`config.mk`:
```
export PLATFORM = sky130hd
export DESIGN_NAME = chip8_mem_arbiter_flat
export DESIGN_NICKNAME = d
export VERILOG_FILES = /design/src/rtl/chip8_mem_arbiter_if.sv /design/src/rtl/chip8_mem_arbiter.sv /design/src/flat_wrapper.sv
export SDC_FILE = /design/constraint.sdc
export NUM_CORES = 1
export LEC_CHECK = 0
export CAP_MARGIN = 20
export CELL_PAD_IN_SITES_DETAIL_PLACEMENT = 0
export CELL_PAD_IN_SITES_GLOBAL_PLACEMENT = 1
export CORE_MARGIN = 2
export CORE_UTILIZATION = 34
export DETAILED_ROUTE_END_ITERATION = 12
export HOLD_SLACK_MARGIN = 0.15
export PLACE_DENSITY_LB_ADDON = 0.25
export SETUP_SLACK_MARGIN = 0.1
export SYNTH_ARGS = -nofsm -noshare
export SYNTH_HDL_FRONTEND = slang
export SYNTH_SLANG_ARGS = --single-unit
```
`constraint.sdc`:
```
create_clock -name clk -period 2.1 [get_ports clk]
set_input_delay 0.21 -clock clk [delete_from_list [all_inputs] [get_ports clk]]
set_output_delay 0.21 -clock clk [all_outputs]
set_load 0.01 [all_outputs]
```
`src/rtl/chip8_mem_arbiter_if.sv`:
```
// Requester and memory-side signals of the CHIP-8 memory arbiter.
// slave = arbiter view, master = requesters plus the memory block.
interface chip8_mem_arbiter_if;
  logic        p0_req, p1_req, p2_req;
  logic        p0_we, p1_we, p2_we;
  logic [11:0] p0_addr, p1_addr, p2_addr;
  logic [7:0]  p0_wdata, p1_wdata, p2_wdata;
  logic        p0_ack, p1_ack, p2_ack;
  logic [7:0]  p0_rdata, p1_rdata, p2_rdata;
  logic        p0_err, p1_err, p2_err;
  logic        wr_blocked;
  logic        mem_read;
  logic [11:0] mem_read_addr;
  logic [7:0]  mem_read_data;
  logic        mem_read_ack;
  logic        mem_write;
  logic [11:0] mem_write_addr;
  logic [7:0]  mem_write_data;

  modport slave (
    input  p0_req, p1_req, p2_req, p0_we, p1_we, p2_we,
           p0_addr, p1_addr, p2_addr, p0_wdata, p1_wdata, p2_wdata,
           mem_read_data, mem_read_ack,
    output p0_ack, p1_ack, p2_ack, p0_rdata, p1_rdata, p2_rdata,
           p0_err, p1_err, p2_err, wr_blocked,
           mem_read, mem_read_addr, mem_write, mem_write_addr, mem_write_data
  );

  modport master (
    output p0_req, p1_req, p2_req, p0_we, p1_we, p2_we,
           p0_addr, p1_addr, p2_addr, p0_wdata, p1_wdata, p2_wdata,
           mem_read_data, mem_read_ack,
    input  p0_ack, p1_ack, p2_ack, p0_rdata, p1_rdata, p2_rdata,
           p0_err, p1_err, p2_err, wr_blocked,
           mem_read, mem_read_addr, mem_write, mem_write_addr, mem_write_data
  );
endinterface

```
`src/rtl/chip8_mem_arbiter.sv`:
```
// Round-robin arbiter sharing the CHIP-8 memory between CPU, display and loader.
// Define MEM_ARB_ROM_PROTECT_EN to drop writes below PROTECT_TOP.
module chip8_mem_arbiter #(
  parameter int          TIMEOUT     = 15,
  parameter logic [11:0] PROTECT_TOP = 12'h200
) (
  input  logic clk,
  input  logic rst_n,
  chip8_mem_arbiter_if.slave bus
);
  typedef enum logic [2:0] {IDLE, RD_ISSUE, RD_WAIT, WR_ISSUE, DONE} state_t;

  localparam logic [7:0] TIMEOUT_CNT = 8'(TIMEOUT);
`ifdef MEM_ARB_ROM_PROTECT_EN
  localparam bit ROM_PROTECT = 1'b1;
`else
  localparam bit ROM_PROTECT = 1'b0;
`endif

  state_t      state, state_d;
  logic [1:0]  owner, owner_d, rr_last, rr_last_d;
  logic [7:0]  wdog, wdog_d;
  logic [2:0]  ack, ack_d, err, err_d;
  logic [7:0]  rdata [3];
  logic [7:0]  rdata_d [3];
  logic        blocked, blocked_d;
  logic        mem_read, mem_read_d, mem_write, mem_write_d;
  logic [11:0] read_addr, read_addr_d, write_addr, write_addr_d;
  logic [7:0]  write_data, write_data_d;

  logic [2:0]  req, we;
  logic [11:0] addr [3];
  logic [7:0]  wdata [3];
  logic [1:0]  order [3];
  logic        found, protect_hit;
  logic [1:0]  grant;

  assign req      = {bus.p2_req, bus.p1_req, bus.p0_req};
  assign we       = {bus.p2_we, bus.p1_we, bus.p0_we};
  assign addr[0]  = bus.p0_addr;
  assign addr[1]  = bus.p1_addr;
  assign addr[2]  = bus.p2_addr;
  assign wdata[0] = bus.p0_wdata;
  assign wdata[1] = bus.p1_wdata;
  assign wdata[2] = bus.p2_wdata;

  always_comb begin
    state_d      = state;
    owner_d      = owner;
    rr_last_d    = rr_last;
    wdog_d       = '0;
    ack_d        = '0;
    err_d        = '0;
    rdata_d      = rdata;
    blocked_d    = 1'b0;
    mem_read_d   = 1'b0;
    mem_write_d  = 1'b0;
    read_addr_d  = read_addr;
    write_addr_d = write_addr;
    write_data_d = write_data;
    found        = 1'b0;
    grant        = 2'd0;
    protect_hit  = 1'b0;

    // Search starts just after the last winner and wraps around.
    case (rr_last)
      2'd0:    order = '{2'd1, 2'd2, 2'd0};
      2'd1:    order = '{2'd2, 2'd0, 2'd1};
      default: order = '{2'd0, 2'd1, 2'd2};
    endcase

    case (state)
      IDLE: begin
        for (int k = 0; k < 3; k++) begin
          if (!found && req[order[k]]) begin
            found = 1'b1;
            grant = order[k];
          end
        end
        protect_hit = ROM_PROTECT && (addr[grant] < PROTECT_TOP);
        if (found) begin
          owner_d   = grant;
          rr_last_d = grant;
          if (we[grant] && protect_hit) begin
            state_d        = DONE;
            ack_d[grant]   = 1'b1;
            blocked_d      = 1'b1;
          end else if (we[grant]) begin
            state_d      = WR_ISSUE;
            mem_write_d  = 1'b1;
            write_addr_d = addr[grant];
            write_data_d = wdata[grant];
          end else begin
            state_d     = RD_ISSUE;
            mem_read_d  = 1'b1;
            read_addr_d = addr[grant];
          end
        end
      end
      RD_ISSUE: state_d = RD_WAIT;
      RD_WAIT: begin
        // A real ack wins over a timeout landing in the same cycle.
        if (bus.mem_read_ack) begin
          state_d        = DONE;
          ack_d[owner]   = 1'b1;
          rdata_d[owner] = bus.mem_read_data;
        end else if ((wdog + 8'd1) >= TIMEOUT_CNT) begin
          state_d        = DONE;
          ack_d[owner]   = 1'b1;
          err_d[owner]   = 1'b1;
          rdata_d[owner] = 8'hFF;
        end else begin
          wdog_d = wdog + 8'd1;
        end
      end
      WR_ISSUE: begin
        state_d      = DONE;
        ack_d[owner] = 1'b1;
      end
      default: state_d = IDLE;
    endcase
  end

  always_ff @(posedge clk or negedge rst_n) begin
    if (!rst_n) begin
      state      <= IDLE;
      owner      <= 2'd0;
      rr_last    <= 2'd2;
      wdog       <= '0;
      ack        <= '0;
      err        <= '0;
      rdata      <= '{default: 8'h00};
      blocked    <= 1'b0;
      mem_read   <= 1'b0;
      mem_write  <= 1'b0;
      read_addr  <= '0;
      write_addr <= '0;
      write_data <= '0;
    end else begin
      state      <= state_d;
      owner      <= owner_d;
      rr_last    <= rr_last_d;
      wdog       <= wdog_d;
      ack        <= ack_d;
      err        <= err_d;
      rdata      <= rdata_d;
      blocked    <= blocked_d;
      mem_read   <= mem_read_d;
      mem_write  <= mem_write_d;
      read_addr  <= read_addr_d;
      write_addr <= write_addr_d;
      write_data <= write_data_d;
    end
  end

  assign bus.p0_ack         = ack[0];
  assign bus.p1_ack         = ack[1];
  assign bus.p2_ack         = ack[2];
  assign bus.p0_err         = err[0];
  assign bus.p1_err         = err[1];
  assign bus.p2_err         = err[2];
  assign bus.p0_rdata       = rdata[0];
  assign bus.p1_rdata       = rdata[1];
  assign bus.p2_rdata       = rdata[2];
  assign bus.wr_blocked     = blocked;
  assign bus.mem_read       = mem_read;
  assign bus.mem_read_addr  = read_addr;
  assign bus.mem_write      = mem_write;
  assign bus.mem_write_addr = write_addr;
  assign bus.mem_write_data = write_data;
endmodule

```
`src/flat_wrapper.sv`:
```
// flat-port wrapper written by rule: the top's interface ports become plain ports
module chip8_mem_arbiter_flat 
#(
  parameter int          TIMEOUT     = 15,
  parameter logic [11:0] PROTECT_TOP = 12'h200
)
  (clk, rst_n, bus_p0_req, bus_p1_req, bus_p2_req, bus_p0_we, bus_p1_we, bus_p2_we, bus_p0_addr, bus_p1_addr, bus_p2_addr, bus_p0_wdata, bus_p1_wdata, bus_p2_wdata, bus_mem_read_data, bus_mem_read_ack, bus_p0_ack, bus_p1_ack, bus_p2_ack, bus_p0_rdata, bus_p1_rdata, bus_p2_rdata, bus_p0_err, bus_p1_err, bus_p2_err, bus_wr_blocked, bus_mem_read, bus_mem_read_addr, bus_mem_write, bus_mem_write_addr, bus_mem_write_data);
  chip8_mem_arbiter_if bus_i ();
  input  logic clk;
  input  logic rst_n;
  input wire logic [$bits(bus_i.p0_req)-1:0] bus_p0_req;
  input wire logic [$bits(bus_i.p1_req)-1:0] bus_p1_req;
  input wire logic [$bits(bus_i.p2_req)-1:0] bus_p2_req;
  input wire logic [$bits(bus_i.p0_we)-1:0] bus_p0_we;
  input wire logic [$bits(bus_i.p1_we)-1:0] bus_p1_we;
  input wire logic [$bits(bus_i.p2_we)-1:0] bus_p2_we;
  input wire logic [$bits(bus_i.p0_addr)-1:0] bus_p0_addr;
  input wire logic [$bits(bus_i.p1_addr)-1:0] bus_p1_addr;
  input wire logic [$bits(bus_i.p2_addr)-1:0] bus_p2_addr;
  input wire logic [$bits(bus_i.p0_wdata)-1:0] bus_p0_wdata;
  input wire logic [$bits(bus_i.p1_wdata)-1:0] bus_p1_wdata;
  input wire logic [$bits(bus_i.p2_wdata)-1:0] bus_p2_wdata;
  input wire logic [$bits(bus_i.mem_read_data)-1:0] bus_mem_read_data;
  input wire logic [$bits(bus_i.mem_read_ack)-1:0] bus_mem_read_ack;
  output wire logic [$bits(bus_i.p0_ack)-1:0] bus_p0_ack;
  output wire logic [$bits(bus_i.p1_ack)-1:0] bus_p1_ack;
  output wire logic [$bits(bus_i.p2_ack)-1:0] bus_p2_ack;
  output wire logic [$bits(bus_i.p0_rdata)-1:0] bus_p0_rdata;
  output wire logic [$bits(bus_i.p1_rdata)-1:0] bus_p1_rdata;
  output wire logic [$bits(bus_i.p2_rdata)-1:0] bus_p2_rdata;
  output wire logic [$bits(bus_i.p0_err)-1:0] bus_p0_err;
  output wire logic [$bits(bus_i.p1_err)-1:0] bus_p1_err;
  output wire logic [$bits(bus_i.p2_err)-1:0] bus_p2_err;
  output wire logic [$bits(bus_i.wr_blocked)-1:0] bus_wr_blocked;
  output wire logic [$bits(bus_i.mem_read)-1:0] bus_mem_read;
  output wire logic [$bits(bus_i.mem_read_addr)-1:0] bus_mem_read_addr;
  output wire logic [$bits(bus_i.mem_write)-1:0] bus_mem_write;
  output wire logic [$bits(bus_i.mem_write_addr)-1:0] bus_mem_write_addr;
  output wire logic [$bits(bus_i.mem_write_data)-1:0] bus_mem_write_data;
  assign bus_i.p0_req = bus_p0_req;
  assign bus_i.p1_req = bus_p1_req;
  assign bus_i.p2_req = bus_p2_req;
  assign bus_i.p0_we = bus_p0_we;
  assign bus_i.p1_we = bus_p1_we;
  assign bus_i.p2_we = bus_p2_we;
  assign bus_i.p0_addr = bus_p0_addr;
  assign bus_i.p1_addr = bus_p1_addr;
  assign bus_i.p2_addr = bus_p2_addr;
  assign bus_i.p0_wdata = bus_p0_wdata;
  assign bus_i.p1_wdata = bus_p1_wdata;
  assign bus_i.p2_wdata = bus_p2_wdata;
  assign bus_i.mem_read_data = bus_mem_read_data;
  assign bus_i.mem_read_ack = bus_mem_read_ack;
  assign bus_p0_ack = bus_i.p0_ack;
  assign bus_p1_ack = bus_i.p1_ack;
  assign bus_p2_ack = bus_i.p2_ack;
  assign bus_p0_rdata = bus_i.p0_rdata;
  assign bus_p1_rdata = bus_i.p1_rdata;
  assign bus_p2_rdata = bus_i.p2_rdata;
  assign bus_p0_err = bus_i.p0_err;
  assign bus_p1_err = bus_i.p1_err;
  assign bus_p2_err = bus_i.p2_err;
  assign bus_wr_blocked = bus_i.wr_blocked;
  assign bus_mem_read = bus_i.mem_read;
  assign bus_mem_read_addr = bus_i.mem_read_addr;
  assign bus_mem_write = bus_i.mem_write;
  assign bus_mem_write_addr = bus_i.mem_write_addr;
  assign bus_mem_write_data = bus_i.mem_write_data;
  chip8_mem_arbiter #(.TIMEOUT(TIMEOUT), .PROTECT_TOP(PROTECT_TOP)) u_core (.clk(clk), .rst_n(rst_n), .bus(bus_i));
endmodule
```
Yosys cells after proc, flatten, opt, wreduce, memory -nomap -nowiden
Cells that the tools add are included.
Word-level totals
  register bits after elaboration: 79
  input port bits: 77
Cells by class
  bitwise operators: 4
  add/sub/neg operators: 1
  magnitude comparators: 10
  muxes and demuxes: 51
  equal/unequal tests: 6
  reductions and logical operators: 14
Operator list (count)
  two-way mux 24 bit: 2
  two-way mux 8 bit: 6
  binary-select mux 12 bit (select 2 bit): 1
  bitwise mux 24 bit: 1
  two-way mux 12 bit: 2
  OR 24 bit: 1
  two-way mux 3 bit: 7
  two-way mux 1 bit: 17
  binary-select mux 8 bit (select 2 bit): 1
  demux 8 bit (select 2 bit): 1
  less-than comparator 2 x 3 -> 1 bit (second input constant): 5
  one-hot mux 3 bit (4 select lines): 1
  one-hot mux 6 bit (2 select lines): 1
  two-way mux 2 bit: 5
  adder 8 x 1 -> 8 bit (second input constant): 1
  binary-select mux 1 bit (select 2 bit): 4
  >= comparator 8 x 4 -> 1 bit (second input constant): 1
  == test 3 x 2 -> 1 bit (second input constant): 2
  >= comparator 3 bit (second input constant): 2
  NOT 2 -> 3 bit: 2
  one-hot mux 3 bit (2 select lines): 1
  AND reduction 2 bit: 3
  AND reduction 3 bit: 2
  logical AND 1 bit: 4
  other kinds (12): 13

Longest topological paths before layout
  depth after elaboration: 19
  mapped depth: 7

Least setup slack after synthesis
No wires, ideal clock.
  path type: reg2reg
  from: reg u_core.wdog[0]
  to: reg u_core.rdata (netlist bit u_core.bus.p1_rdata[0])
  stages on the path, launching flop included: 8
  slack: 0.134 ns
  arrival time: 1.841 ns
  period minus slack after synthesis: 1.966 ns
  cell sequence: dfrtp_1 -> ha_1 -> a31oi_1 -> a21oi_1 -> o31a_1 -> a2111oi_4 -> buf_6 -> a21oi_2
Between the ends
  longest elaborated chain between the ends: 4
RTL lines
  from (decl): RTL line chip8_mem_arbiter.sv:22  | logic [7:0] wdog, wdog_d;
  from (signal assigned): RTL line chip8_mem_arbiter.sv:143  | wdog <= wdog_d;
  adder 8 x 1 -> 8 bit: RTL line chip8_mem_arbiter.sv:107  | end else if ((wdog + 8'd1) >= TIMEOUT_CNT) begin
  >= comparator 8 x 4 -> 1 bit: RTL line chip8_mem_arbiter.sv:107
  nonzero test 2 bit (no source line)
  AND reduction 2 bit (no source line)
  to (signal assigned): RTL line chip8_mem_arbiter.sv:146  | rdata <= rdata_d;
  to (decl): RTL line chip8_mem_arbiter.sv:24  | logic [7:0] rdata [3];
Every way passes these cells.
A chain may end at the register's enable or synchronous reset.

Worst setup path in the final report
  from: reg u_core.wdog[1]
  to: reg u_core.rdata (netlist bit u_core.bus.p2_rdata[0])
The elaborated chain is that of the path after synthesis.

==> implementation parameters <==
Parameter                              Value

Timing
  Portion of the clock cycle consumed by the worst path in the final layout    between 90% and 100%
  Worst Max-Slew Pin Slew    0.597 ns
  Setup violators final    0
  Accumulated negative setup slack    0 ns
  Crit path time final    roughly 2.1 ns
  Number of hold-slack violations in the final timing report    0
  Number of slew-limit violations in the final report    0
  Setup clock skew after layout    about 0.019 ns
  Max Clock Freq    between 400 and 500 MHz
  Unrepaired setup endpoints after global routing    yes
  Tightest slew margin relative to the limit    59.1%

Global routing
  Number of antenna violations at the first check in global routing    0
  Number of global-route vias before repair    3099
  Maximum number of pins on one net before global-route repair    between 40 and 50
  Remaining global-route overflow    0
  Tot GR Track Use    between 10% and 20%
  First-pass GRT wire length    15800 um

Layout
  Core utilization of the finished layout    55.3%
  Synthesis-to-finish area growth    57.5%
  Share of layout cells above drive strength 1    20.9%
  Number of antenna diodes    0
  Final standard cell area without fillers    6020 um2
  Final Net Count    591

Synth
  Async SR Flop Fraction    100%
  Top cell type's share of synthesized area    between 50% and 60%
  Yosys cell types    50
  Syn Std Cell Area    around 3800 um2
  Number of synthesized flops with an enable pin    0
  #FFs+latches synth    78
  Cell taking the most area after synthesis    dfrtp_1
  Yosys warning count    0
  Top cells by count, synth    dfrtp_1 (77), inv_1 (30), nor2_1 (26), a21oi_1 (25)
  Average instance area after synthesis    11.4 um2
  Top flip-flop cell by instance count after synthesis    dfrtp_1
  Largest cells by area after synthesis    dfrtp_1 (50%), mux2_1 (6.8%), mux2i_1 (6.0%)
  Number of instances in the synthesized netlist    ~330
  Count leader, synth    dfrtp_1
  Proportion of synthesized chip area in sequential cells    roughly 50%

Route
  Number of search-and-repair iterations in the first detailed-routing pass    4
  Starting DRT DRC Count    100
  Number of DRC violations after detailed routing    0
  Sum of routed wire length over all layers    between 10000 and 15000 um
  Routed via count    3167
  Routed length per instance    about 16 um
  Number of vias per cell    4.82
  Antenna Violating Nets Remaining    0

Power and ir drop
  Leak Pwr    2.66 nW
  Switching pwr    2.65 mW
  Overall power of the completed layout    approximately 7.8 mW
  Combinational power share    around half
  Switching share of power    34.1%
  Proportion of power drawn by flip-flops and latches    between 30% and 40%
  Proportion of power drawn by the clock network    between 15 and 20%
  Cell internal power dissipation    ~5 mW
  Power density normalized to cell area    between 1000 and 1500 nW/um2
  Worst ir drop on vdd    0.665 mV

CTS
  Clock sink total    78
  Clock Latency Late Sink    ~0.35 ns
  Number of buffers added by the clock tree synthesis step    9
  TritonCTS clock tree    built
  CTS Root Cell    clkbuf_8
  Number of H-tree levels    3
  Clk buf depth    2
  Worst-path clk slew    approximately 0.090 ns

Floorplanning
  Area of the die    ~12000 um2
  Placement row count    38
  I/O pin total    ~140
  Core Footprint    about 11000 um2
  Die outline width    around 110 um
  Effective utilization at floorplan    35.1%
  Die span in y    about 110 um

Critical path
  Critical-path maximum fanout    6
  Type of element capturing the critical path    flop
  Required time reported for the critical path endpoint    approximately 2.3 ns
  CP startpoint kind    flop
  Worst setup path class    reg -> reg
  Arrival time worst endpoint    roughly 2.3 ns

Placed design
  DP Wirelength    roughly 7300 um
  Count of buffers inserted at the top-level ports    140
  Routability-driven placement congestion ratio    between 0.7 and 0.8
  Placed inst area    5570 um2

Min path
  Worst min-delay path class    in -> async

Run
  Max-capacitance violation count    0

Run status
  Run status    finished clean
==> critical path, cell delays in order (launching register included) <==
cell,delay (ns)
dfrtp_2,0.45
ha_4,0.18
nand2b_1,0.08
o21ai_0,0.12
a21o_1,0.24
a2111oi_4,0.47
buf_4,0.22
clkbuf_16,0.15
a21oi_2,0.05
==> sequential cells by signal (all words and copies together), names as in the netlist <==
signal                     flops
u_core.bus.p2_rdata            8
u_core.bus.mem_write_data      8
u_core.state                   3
u_core.bus.mem_write           1
u_core.owner                   1
u_core.wdog                    8
u_core.ack                     3
u_core.bus.mem_write_addr     12
u_core.bus.mem_read_addr      12
u_core.bus.p0_rdata            8
u_core.bus.p1_rdata            8
u_core.rr_last                 2
u_core.err                     3
u_core.bus.mem_read            1
==> through the flow <==
step	std cells	worst slack, ns	hold WS (ns)
CTS	651	0.108	0.366
finish	657	0.0152	0.353
global route	657	-0.0834	0.378
detailed placement	628	-0.118	0.206
global placement	628	-0.0290	0.201
floorplan	338	0.134	-0.0856
==> placed cells by master, fill, tap and decap left out, types with 2 or more instances in the layout <==
cell type | synthesis | layout
a21oi_1 | 25 | 23
conb_1 | 1 | 5
dfrtp_2 | 0 | 2
clkbuf_16 | 0 | 2
clkdlybuf4s50_1 | 0 | 139
nor3_1 | 6 | 6
inv_1 | 30 | 30
a21oi_2 | 20 | 22
o22ai_1 | 22 | 22
mux2i_1 | 23 | 21
clkinv_2 | 0 | 2
mux2_4 | 9 | 10
or2_2 | 2 | 2
clkbuf_8 | 0 | 9
dfrtp_1 | 77 | 75
nand3_1 | 2 | 2
o21ai_0 | 3 | 3
nand2_1 | 4 | 4
and3_1 | 5 | 5
nand2b_1 | 6 | 5
buf_12 | 0 | 5
inv_2 | 2 | 2
buf_4 | 5 | 25
nor2b_1 | 2 | 2
nor2_1 | 26 | 26
bufinv_16 | 0 | 2
buf_6 | 3 | 3
mux2_1 | 23 | 22
a21boi_0 | 2 | 2
nand3b_1 | 2 | 2
nor4_1 | 2 | 2
==> cell type report <==
class | count | area (um2)
Inverter | 32 | 120
Multi-Input combinational cell | 214 | 1730
Clock inverter | 6 | 86.3
Clock buffer | 10 | 128
Fill cell | 1001 | 4870
Timing Repair Buffer | 177 | 1820
Tap cell | 140 | 175
Sequential cell | 78 | 1960
==> metal layers <==
metal  vias to the layer above  routed length (um)  track usage (%)
li1                       1534                   -                -
met1                      1539                4770             22.9
met2                        86                4950             27.1
met3                         8                 614             5.23
met4                         0                  76             3.53
met5                         -                   0                0
==> power by group through the flow <==
stage               registers, mW  clock network, mW  logic (mW)
floorplan                    2.86                  0        1.67
global placement             2.62                  0        3.79
detailed placement           2.64                  0        3.86
CTS                          2.62               1.26        3.88
global route                 2.71               1.33        4.24
finish                       2.62               1.23        3.93
==> logic make-up (layout without fill, tap and decap cells) <==
group	Yosys count	in the layout	share of synthesized area (%)
other	1	5	0.0981
buffers and inverters	46	225	5.60
AOI/OAI and AO/OA	85	85	16.3
xor gates and xnor gates	2	2	0.458
adders and majority gates	2	2	0.655
muxes	55	55	16.3
and+or+nand+nor	65	65	9.49
DFF	78	78	51.1
==> worst paths after layout <==
kind | from | end | slack, ns | cells past startpoint
hold reg to reg | u_core.bus.mem_write_addr[4] | u_core.bus.mem_write_addr[4] | 0.49 | 1
setup reg to reg | u_core.wdog[1] | u_core.bus.p2_rdata[0] | 0.02 | 8
max in group asynchronous | rst_n | u_core.rr_last[1] | 1.08 | 3
setup / recovery | u_core.wdog[1] | u_core.bus.p2_rdata[0] | 0.02 | 8
hold / removal | rst_n | u_core.bus.p2_rdata[2] | 0.35 | 2
min in group clk | u_core.bus.mem_write_addr[4] | u_core.bus.mem_write_addr[4] | 0.49 | 1
==> what timing repair did <==
action,CTS,global route
hold endpoints to repair,33,0
setup buffers,4,4
setup endpoints to repair,24,45
cloned,2,2
pin swaps,2,4
hold buffers,1,0
resized for setup,3,14
Power figures use the tool's default switching activity.
